## config.mk

```make
export PLATFORM = sky130hd
export DESIGN_NAME = alu_seq
export DESIGN_NICKNAME = d
export VERILOG_FILES = /design/src/rtl/alu_pkg.sv /design/src/rtl/alu_mul_seq.sv /design/src/rtl/alu_seq.sv
export SDC_FILE = /design/constraint.sdc
export NUM_CORES = 1
export LEC_CHECK = 0
export CORE_MARGIN = 5
export CORE_UTILIZATION = 34
export DETAILED_ROUTE_END_ITERATION = 10
export GPL_TIMING_DRIVEN = 0
export HOLD_SLACK_MARGIN = 0.12
export MAX_ROUTING_LAYER = met4
export PLACE_DENSITY = 0.63
export SYNTH_ARGS = -nofsm -noshare
export SYNTH_HDL_FRONTEND = slang
export SYNTH_SLANG_ARGS = --single-unit
```

## constraint.sdc

```tcl
create_clock -name clk -period 3.5 [get_ports clk]
set_input_delay 0.525 -clock clk [delete_from_list [all_inputs] [get_ports clk]]
set_output_delay 0.525 -clock clk [all_outputs]
set_load 0.02 [all_outputs]
```

## src/rtl/alu_pkg.sv

```systemverilog
// Shared types for the sequential ALU: operation codes and FSM states.
package alu_pkg;

    typedef enum logic [1:0] {
        OP_AND = 2'b00,
        OP_XOR = 2'b01,
        OP_ADD = 2'b10,
        OP_MUL = 2'b11
    } op_e;

    typedef enum logic [1:0] {
        IDLE = 2'b00,
        MUL  = 2'b01,
        DONE = 2'b10
    } state_e;

endpackage

```

## src/rtl/alu_mul_seq.sv

```systemverilog
// Iterative shift-add multiplier: one bit of b per cycle, WIDTH cycles.
module alu_mul_seq #(
    parameter int WIDTH = 8
) (
    input  logic               clk,
    input  logic               rst,
    input  logic               start,
    input  logic [WIDTH-1:0]   a,
    input  logic [WIDTH-1:0]   b,
    output logic               done,
    output logic [2*WIDTH-1:0] product
);

    localparam int CW = $clog2(WIDTH);

    logic               active_q, active_d;
    logic [CW-1:0]      cnt_q, cnt_d;
    logic [2*WIDTH-1:0] mcand_q, mcand_d;
    logic [2*WIDTH-1:0] acc_q, acc_d;
    logic [WIDTH-1:0]   mplier_q, mplier_d;

    // product already includes the bit being processed this cycle,
    // so on the done cycle it is the complete result
    always_comb begin
        product = acc_q + (mplier_q[0] ? mcand_q : '0);
        done    = active_q && (cnt_q == CW'(WIDTH - 1));
    end

    always_comb begin
        active_d = active_q;
        cnt_d    = cnt_q;
        mcand_d  = mcand_q;
        acc_d    = acc_q;
        mplier_d = mplier_q;
        if (start) begin
            active_d = 1'b1;
            cnt_d    = '0;
            mcand_d  = {{WIDTH{1'b0}}, a};
            acc_d    = '0;
            mplier_d = b;
        end else if (active_q) begin
            acc_d    = product;
            mcand_d  = mcand_q << 1;
            mplier_d = mplier_q >> 1;
            cnt_d    = cnt_q + CW'(1);
            if (done) begin
                active_d = 1'b0;
            end
        end
    end

    always_ff @(posedge clk) begin
        if (rst) begin
            active_q <= 1'b0;
            cnt_q    <= '0;
            mcand_q  <= '0;
            acc_q    <= '0;
            mplier_q <= '0;
        end else begin
            active_q <= active_d;
            cnt_q    <= cnt_d;
            mcand_q  <= mcand_d;
            acc_q    <= acc_d;
            mplier_q <= mplier_d;
        end
    end

endmodule

```

## src/rtl/alu_seq.sv

```systemverilog
// Sequential ALU: valid/ready handshake, single-cycle AND/XOR/ADD,
// multi-cycle MUL through alu_mul_seq. One operation in flight.
module alu_seq
    import alu_pkg::*;
#(
    parameter int WIDTH = 8
) (
    input  logic               clk,
    input  logic               rst,
    input  logic               in_valid,
    output logic               in_ready,
    input  logic [WIDTH-1:0]   a,
    input  logic [WIDTH-1:0]   b,
    input  logic [1:0]         op,
    output logic               out_valid,
    input  logic               out_ready,
    output logic [2*WIDTH-1:0] result,
    output logic               zero,
    output logic               busy
);

    state_e             state_q, state_d;
    logic [2*WIDTH-1:0] result_q, result_d;
    logic [2*WIDTH-1:0] alu_value;
    logic [2*WIDTH-1:0] mul_product;
    logic               accept;
    logic               mul_start;
    logic               mul_done;
    op_e                op_in;

    assign op_in = op_e'(op);

    alu_mul_seq #(
        .WIDTH(WIDTH)
    ) u_mul (
        .clk    (clk),
        .rst    (rst),
        .start  (mul_start),
        .a      (a),
        .b      (b),
        .done   (mul_done),
        .product(mul_product)
    );

    always_ff @(posedge clk) begin
        if (rst) begin
            state_q  <= IDLE;
            result_q <= '0;
        end else begin
            state_q  <= state_d;
            result_q <= result_d;
        end
    end

    always_comb begin
        state_d = state_q;
        unique case (state_q)
            IDLE: begin
                if (in_valid) begin
                    state_d = (op_in == OP_MUL) ? MUL : DONE;
                end
            end
            MUL: begin
                if (mul_done) begin
                    state_d = DONE;
                end
            end
            DONE: begin
                if (out_ready) begin
                    state_d = IDLE;
                end
            end
            default: state_d = IDLE;
        endcase
    end

    always_comb begin
        alu_value = '0;
        unique case (op_in)
            OP_AND:  alu_value = {{WIDTH{1'b0}}, a & b};
            OP_XOR:  alu_value = {{WIDTH{1'b0}}, a ^ b};
            OP_ADD:  alu_value = {{(WIDTH-1){1'b0}}, {1'b0, a} + {1'b0, b}};
            default: alu_value = '0;
        endcase
    end

    // operands are only sampled on the accepting edge; the result
    // register then holds until the next accepted operation
    always_comb begin
        accept    = (state_q == IDLE) && in_valid;
        mul_start = accept && (op_in == OP_MUL);
        result_d  = result_q;
        if (accept && (op_in != OP_MUL)) begin
            result_d = alu_value;
        end else if ((state_q == MUL) && mul_done) begin
            result_d = mul_product;
        end
    end

    always_comb begin
        in_ready  = (state_q == IDLE);
        out_valid = (state_q == DONE);
        busy      = (state_q != IDLE);
        result    = result_q;
        zero      = (state_q == DONE) && (result_q == '0);
    end

endmodule

```

Word-level counts from Yosys, hierarchy flattened. Index checks and enable logic that the tools add are counted.

Bitwise gates (word level): 2. Multiplexer cells: 16. Reduce and logical (&&, ||, !) cells: 14. Eq/ne operators: 10. $add $sub $neg: 3.

Operator list (number): 2-to-1 mux 16 bit (3); 2-to-1 mux 8 bit (4); case mux 9 bit (3 select lines) (1); adder 16 bit (1); zero test 16 bit (1); adder 8 x 8 -> 9 bit (1); bitwise AND 8 bit (1); 2-to-1 mux 2 bit (4); XOR 8 bit (1); == test 2 bit, second input constant (3); logical AND 1 bit (6); != test 2 bit, second input constant (3); case mux 2 bit (3 select lines) (1); nonzero test 2 bit (3); == test 2 x 1 -> 1 bit, second input constant (2); zero test 2 bit (2); adder 3 x 1 -> 3 bit, second input constant (1); == test 3 bit, second input constant (1); 2-to-1 mux 1 bit (3); AND reduction 3 bit (1); != test 2 x 1 -> 1 bit, second input constant (1); OR reduction 2 bit (1).

Logic and storage cells: 53. Register bits: 62. Output and inout bits: 20. Bits of input ports: 22.

Longest topological paths before layout. Gate-level depths: netlist (run 1).

Depth after elaboration: 5. Gate-level depth with buffers: 10. Mapped depth without buffers: 9.

Modules after synthesis. Synthesis (run 1) repeated with hierarchy kept, for this count alone.

Cell total of the unflattened synthesis: 457. Area, all modules: 3853.7 um2.

By module, submodules not included: alu_mul_seq (cells an instance 294, sequential area each 880.8 um2, times used 1, area each 2582.5 um2); alu_seq (cells an instance 163, sequential area each 360.3 um2, times used 1, area each 1271.2 um2).

Least setup slack after synthesis (run 1). OpenSTA, ideal clock, no wires.

Kind: reg2reg. Start point: reg u_mul.mplier_q[0]. End point: reg u_mul.acc_q[14]. Period minus slack after synthesis: 2.701 ns. Setup time: 0.116 ns. Cell stages (with the launch flop): 11. Arrival time: 2.585 ns. Buffers on the path: 1. Required time: 3.384 ns. Slack: 0.799 ns. Cells stage by stage: dfxtp_1 -> clkbuf_1 -> and2_1 -> ha_1 -> fa_1 -> a211oi_1 -> o21bai_1 -> a31o_2 -> a21oi_2 -> mux2_2 -> a31o_1.

Word-level cells in the longest chain between the ends: 2.

Ends and longest elaborated chain: from (decl) (RTL line alu_mul_seq.sv:20) `logic [WIDTH-1:0] mplier_q, mplier_d;`; from (signal assigned) (RTL line alu_mul_seq.sv:64) `mplier_q <= mplier_d;`; 2-to-1 mux 16 bit (RTL line alu_mul_seq.sv:25) `product = acc_q + (mplier_q[0] ? mcand_q : '0);`; adder 16 bit (RTL line alu_mul_seq.sv:25); to (signal assigned) (RTL line alu_mul_seq.sv:57) `acc_q <= '0;`; to (signal assigned) (RTL line alu_mul_seq.sv:63) `acc_q <= acc_d;`; to (decl) (RTL line alu_mul_seq.sv:19) `logic [2*WIDTH-1:0] acc_q, acc_d;`.

Every way passes these cells. A chain may end at the register's enable or synchronous reset.

Final worst setup path (run 1). Ends and elaborated chain as after synthesis.

==> results of run 1 <==
[path summary, 6_finish.rpt]
path,startpoint,slack [ns],to
setup / recovery,u_mul.mplier_q[0],0.40,u_mul.acc_q[14]
hold reg to reg,u_mul.acc_q[12],0.48,u_mul.acc_q[12]
hold / removal,u_mul.acc_q[12],0.48,u_mul.acc_q[12]
setup reg to reg,u_mul.mplier_q[0],0.40,u_mul.acc_q[14]
[final cells by class]
class | count | area, um2
fillers | 1113 | 6290
multi-input cells | 351 | 2390
flip-flops and latches | 62 | 1240
repair buffers | 40 | 400
well taps | 140 | 175
clock buffers | 9 | 124
plain buffers | 21 | 92.6
clock inverters | 7 | 88.8
inverters | 10 | 37.5
[through the flow]
| step | area (um2) | hold slack (ns) | total power (W) | setup slack (ns) | utilization (%) |
|---|---|---|---|---|---|
| 3_5_place_dp | 4340 | 0.472 | 0.00105 | 0.444 | 40.0 |
| 5_1_grt | 4550 | 0.521 | 0.00181 | 0.241 | 42.0 |
| 4_1_cts | 4550 | 0.483 | 0.00174 | 0.418 | 42.0 |
| 3_3_place_gp | 4340 | 0.459 | 0.00104 | 0.443 | 40.0 |
| 2_1_floorplan | 3760 | 0.449 | 0.000938 | 0.799 | - |
| 6_report | 4550 | 0.480 | 0.00173 | 0.404 | 42.0 |
[placed cells by master (no fill, tap or decap), drive strengths merged, types with 5 or more instances in the layout]
master / count
a211oi: 20
a21o: 8
a21oi: 34
and2: 15
buf: 10
clkbuf: 20
clkdlybuf4s50: 40
clkinv: 5
dfxtp: 62
ha: 25
inv: 10
mux2i: 33
nand2: 24
nand3: 7
nor2: 67
nor2b: 5
nor3: 8
nor4: 5
o21a: 6
o21ai: 19
o22ai: 5
o31ai: 5
xnor2: 9
xor2: 6
[Yosys cell counts (3+ instances only)]
cell type / n / share of area (%)
nor3_1: 8 / 1.1
dfxtp_1: 62 / 33
ha_1: 25 / 8.3
or2_2: 3 / 0.50
and2_1: 15 / 2.5
a221oi_1: 3 / 0.70
xnor2_1: 9 / 2.1
xor2_1: 6 / 1.4
clkbuf_1: 11 / 1.1
nor2b_1: 5 / 0.83
inv_1: 10 / 1.0
o22ai_1: 5 / 0.83
buf_2: 5 / 0.66
nand3_1: 6 / 0.80
a21o_1: 8 / 1.6
a211oi_1: 20 / 4.0
nand2_1: 24 / 2.4
nand2b_1: 4 / 0.66
a22o_1: 3 / 0.70
o31ai_1: 5 / 1.0
buf_1: 4 / 0.40
mux2i_1: 33 / 8.8
nor2_1: 67 / 6.7
a31o_2: 3 / 0.70
a21oi_1: 33 / 4.4
nor4_1: 5 / 0.83
o21a_1: 6 / 1.2
o21ai_0: 18 / 2.4
[power groups by stage]
stage | clock, W | sequential (W) | combinational (W)
after floorplan | 0 | 0.000773 | 0.000166
after global placement | 0 | 0.000767 | 0.000275
after detailed placement | 0 | 0.000768 | 0.000279
after CTS | 0.000711 | 0.000751 | 0.000280
after global routing | 0.000741 | 0.000755 | 0.000310
final | 0.000694 | 0.000752 | 0.000280
[tightest hold or removal path, cell delays in order, from the launching register on]
cell	delay, ns
dfxtp_1	0.32
nand2_1	0.06
o21ai_0	0.06
[cell families (layout without fill, tap and decap cells)]
group | count (synthesis) | count (layout) | share of synthesized area (%)
compound gates | 123 | 123 | 21.8
xor+xnor | 15 | 15 | 3.49
fa+ha+maj | 27 | 27 | 9.38
buf+inv | 31 | 87 | 3.46
flops | 62 | 62 | 33.0
mux | 35 | 35 | 9.38
simple gates | 151 | 151 | 19.5
[per-layer routing]
metal	routed length [um]	vias to the layer above	part of all wire, %	GRT usage (%)
met5	0	-	0	-
met4	262	0	2.6	6.34
met3	530	25	5.3	3.84
met2	4600	83	46	25.8
met1	4700	1601	47	21.0
li1	-	1713	-	-
[flip-flops by register name, summed over array words and instances, names as in the netlist]
name,flops
u_mul.cnt_q,3
state_q,2
result,16
u_mul.mcand_q,16
u_mul.active_q,1
u_mul.mplier_q,8
u_mul.acc_q,16
==> summary.txt, run 1 <==
Status: finished, final reports clean
Synthesized area per cell: 8.48 um2
Clock Tree Buf Depth: 2
# diodes: 0
Synthesized Nets: 493
Initial DRC count: 208
Max incr delay on CP: 0.43 ns
IO Pins: 42
Remaining DRCs: 0
Clk sinks: 62
Clock transition at path regs: 0.07 ns
Routed vias: 3,422
Synth cell types: 57
Final RePlAce weighted congestion: 0.937
Top_reg_cell synth: dfxtp_1
Worst reg-to-reg path cell count: 10
Core area: 10,800 um2
# port buffers: 40
TritonCTS clock tree: yes
Sequential power share: 43.6%
Antenna violations before repair: 0
Setup bufs post-CTS: 0
Sw frac: 27.5%
Relative slew slack: 44.7%
Critical path launch point type: flop
Final Cycle Share: 88.4%
CTS buffer count: 9
Routed WL: 10,100 um
PD cells: 379 nW/um2
Cts hold-fix bufs: 0
WL per Instance: 15.8 um
Setup_tns: 0 ns
Crit end category: flop
Crit-path cells: clkbuf_1 -> and2_1 -> ha_1 -> fa_1 -> a211oi_1 -> o21bai_1 -> a31o_2 -> a21oi_2 -> mux2_2 -> a31o_1
Switch Pwr: 0.000475 W
CP Class: reg -> reg
Hold Path Class: reg -> reg
Via density: 5.35
Final setup violating endpoints: 0
Clk network pwr share: 40.2%
Layout cells sized above 1: 7.20%
First-pass GRT wire length: 16,900 um
Crit path max-delay family: compound AO/OA/AOI/OAI gates
Pre-antenna DRT Iters: 4
# resized after CTS: 0
Async S/R FF share, synth: 0%
Max frequency: 323 MHz
Number of synthesized flops with an enable pin: 0
Vias in the first global route: 3,498
Initial core utilization: 34.7%
WHS Path Cells: 2
Comb pwr share: 16.2%
Global Route Usage Sum: 16.6%
P&R area growth vs syn: 20.9%
Maxcap violations: 0
Post-route insts no fill: 640
Post-Syn Area: 3760 um2
Chip width: 115 um
NumNets Final: 544
VDD IR max: 0.000199 V
Data arrival, critical path: 3.35 ns
Number of buffer and inverter stages on the critical path: 1
Worst path depth: 10
Leakage: 1.78 nW
Final Hold Fails: 0
RSZ-0062 raised after global routing: false
Part of the Yosys area used for sequential elements: 33.0%
Slowest CP cell: fa_1
Final ANT Viol Nets: 0
Crit-path max FO: 10
Clk_lat worst skew: 0.35 ns
Total global routing overflow: 0
Slew @ Worst Pin: 0.830 ns
Die area: 13,300 um2
Die Y: 115 um
Clk root buf: clkbuf_8
Mapped Cells: 444
Tmin final: 3.10 ns
Yosys reg bits: 62
DP Cell Count: 624
Synth warn: 0
P_int: 0.00125 W
Largest net degree at the start of global routing: 12
Clock Skew: 0.00930 ns
Post-DP HPWL: 8030 um
H-tree levels: 3
Row count: 38
Final Max Slew Viols: 0
CP required: 3.75 ns
Power figures use the tool's default switching activity.
==> run 2: changes to the inputs <==
--- a/config.mk
+++ b/config.mk
@@ -5,13 +5,14 @@
 export SDC_FILE = /design/constraint.sdc
 export NUM_CORES = 1
 export LEC_CHECK = 0
+export ABC_AREA = 1
 export CORE_MARGIN = 5
 export CORE_UTILIZATION = 34
 export DETAILED_ROUTE_END_ITERATION = 10
 export GPL_TIMING_DRIVEN = 0
 export HOLD_SLACK_MARGIN = 0.12
 export MAX_ROUTING_LAYER = met4
-export PLACE_DENSITY = 0.63
+export PLACE_DENSITY = 0.62
 export SYNTH_ARGS = -nofsm -noshare
 export SYNTH_HDL_FRONTEND = slang
 export SYNTH_SLANG_ARGS = --single-unit
==> summary.txt, run 2 <==
Status: finished, final reports clean
Ranking of synthesized cells by area: dfxtp_1, nand2_1, inv_1, ha_1, nand3_1
Max frequency: 326 MHz
Leakage: 2.46 nW
Async S/R FF share, synth: 0%
Fillers: 1,274
Routed WL: 11,800 um
P&R area growth vs syn: 20.6%
Clock Skew: 0.00811 ns
First-pass GRT wire length: 19,100 um
Clk_lat worst skew: 0.33 ns
Critical path launch point type: flop
Synth Area in Compound Gates: 12.2%
VDD IR max: 0.000205 V
Crit-path cells: nor4_1 -> nand2_1 -> nor4_1 -> clkdlybuf4s50_1
Data arrival, critical path: 2.54 ns
Clk sinks: 62
Largest area contributor in the netlist: dfxtp_1
Via density: 4.91
Die Y: 120 um
Clk network pwr share: 42.7%
Initial DRC count: 190
Maxcap violations: 0
Part of the Yosys area used for sequential elements: 30.0%
Most common library cells after synthesis: nand2_1, inv_1, dfxtp_1
Sw frac: 28.0%
Row count: 40
Crit path top cell by count: nor4_1
Relative slew slack: 56.2%
Largest family of logic cells by synthesized area: simple AND/OR/NAND/NOR gates
Crit end category: output port
Clk root buf: clkbuf_16
WL per Instance: 13.8 um
Synth Area in Simple Gates: 35.1%
RSZ-0062 raised after global routing: false
Die area: 14,500 um2
IO Pins: 42
Slowest CP cell: clkdlybuf4s50_1
TritonCTS clock tree: yes
# resized after CTS: 0
Largest net degree at the start of global routing: 11
Hold Path Class: reg -> reg
Switch Pwr: 0.000529 W
Synthesized Nets: 701
PD cells: 378 nW/um2
Layout cells sized above 1: 6.36%
Number of synthesized flops with an enable pin: 0
Routed vias: 4,196
Number of buffer and inverter stages on the critical path: 1
Commonest non-fill, non-tap cell in the layout: nand2_1
Yosys reg bits: 62
Clock Tree Buf Depth: 2
Synth cell types: 42
Sequential power share: 40.1%
Antenna violations before repair: 0
Post-DP HPWL: 9440 um
Final instance area: 4990 um2
Post-synthesis xor/xnor area fraction: 1.48%
Pre-antenna DRT Iters: 5
Final RePlAce weighted congestion: 0.892
NumNets Final: 752
# port buffers: 40
Max incr delay on CP: 0.69 ns
Synth Area in Adders: 8.52%
Multiplexer share of the synthesized area: 0.242%
Top cell type's share of synthesized area: 30.0%
Core area: 12,000 um2
Cts hold-fix bufs: 0
Initial core utilization: 34.6%
Slew @ Worst Pin: 0.651 ns
Count leader, synth: nand2_1
Tmin final: 3.07 ns
Setup bufs post-CTS: 0
CP required: 2.97 ns
Top_reg_cell synth: dfxtp_1
Final ANT Viol Nets: 0
Remaining DRCs: 0
Synth warn: 0
P_int: 0.00136 W
Vias in the first global route: 4,008
Final Cycle Share: 87.6%
Final setup violating endpoints: 0
Clock transition at path regs: 0.05 ns
DP Area: 4720 um2
H-tree levels: 3
Crit path max-delay family: simple AND/OR/NAND/NOR gates
# diodes: 0
Crit-path max FO: 3
CTS buffer count: 9
Total global routing overflow: 0
Post-Syn Area: 4140 um2
Final Hold Fails: 0
Mapped Cells: 652
Most frequent cells in the layout: nand2_1, inv_1, dfxtp_1
CP Class: reg -> out
Global Route Usage Sum: 17.0%
Synthesized area per cell: 6.35 um2
Chip width: 120 um
Setup_tns: 0 ns
Final Max Slew Viols: 0
Comb pwr share: 17.2%
[run 2: logic make-up (layout without fill, tap and decap cells)]
group | after synthesis | in the layout
AO/OA/AOI/OAI | 85 | 85
XOR/XNOR | 7 | 7
adder cells (fa/ha/maj) | 27 | 27
buffers and inverters | 123 | 179
flip-flops | 62 | 62
multiplexers | 1 | 1
AND/OR/NAND/NOR | 347 | 347
[run 2: worst min-delay path, stage by stage, from the launching register on]
cell,delay [ns]
dfxtp_1,0.31
nand2_1,0.06
a21oi_1,0.05
[run 2: final timing paths]
check | start | to | slack [ns] | cells past startpoint
worst min-delay path | u_mul.mcand_q[15] | u_mul.mcand_q[15] | 0.46 | 2
worst min register to register | u_mul.mcand_q[15] | u_mul.mcand_q[15] | 0.46 | 2
worst max-delay path | result[13] | zero | 0.43 | 4
worst max register to register | u_mul.mplier_q[0] | u_mul.acc_q[14] | 0.87 | 17
[run 2: layer usage]
metal / wire, um / GRT usage, %
met3: 571 / 3.79
met5: 0 / -
met4: 175 / 4.39
met2: 5800 / 29.7
met1: 5210 / 19.9
[run 2: metrics by stage]
step | total power, W | hold WS, ns | util [%] | instances | worst slack, ns
4_1_cts | 0.00190 | 0.467 | 41.7 | 855 | 0.498
3_5_place_dp | 0.00109 | 0.459 | 39.5 | 839 | 0.860
3_3_place_gp | 0.00109 | 0.451 | 39.5 | 839 | 0.862
2_1_floorplan | 0.000975 | 0.439 | - | 652 | 1.36
6_report | 0.00189 | 0.463 | 41.7 | 855 | 0.433
5_1_grt | 0.00198 | 0.486 | 41.7 | 855 | 0.366
[run 2: final cells by class]
type	count	area (um2)	area share, %
well taps	147	184	3.68
multi-input cells	467	2390	47.8
inverters	103	387	7.74
clock buffers	12	246	4.94
flip-flops and latches	62	1240	24.9
plain buffers	20	126	2.53
repair buffers	40	400	8.02
clock inverters	4	22.5	0.451
[run 2: power groups by stage]
stage	Clock [W]	Sequential, W	Combinational, W
2_1_floorplan	0	0.000774	0.000200
3_3_place_gp	0	0.000769	0.000320
3_5_place_dp	0	0.000770	0.000325
4_1_cts	0.000822	0.000755	0.000326
5_1_grt	0.000862	0.000758	0.000360
6_report	0.000806	0.000756	0.000324
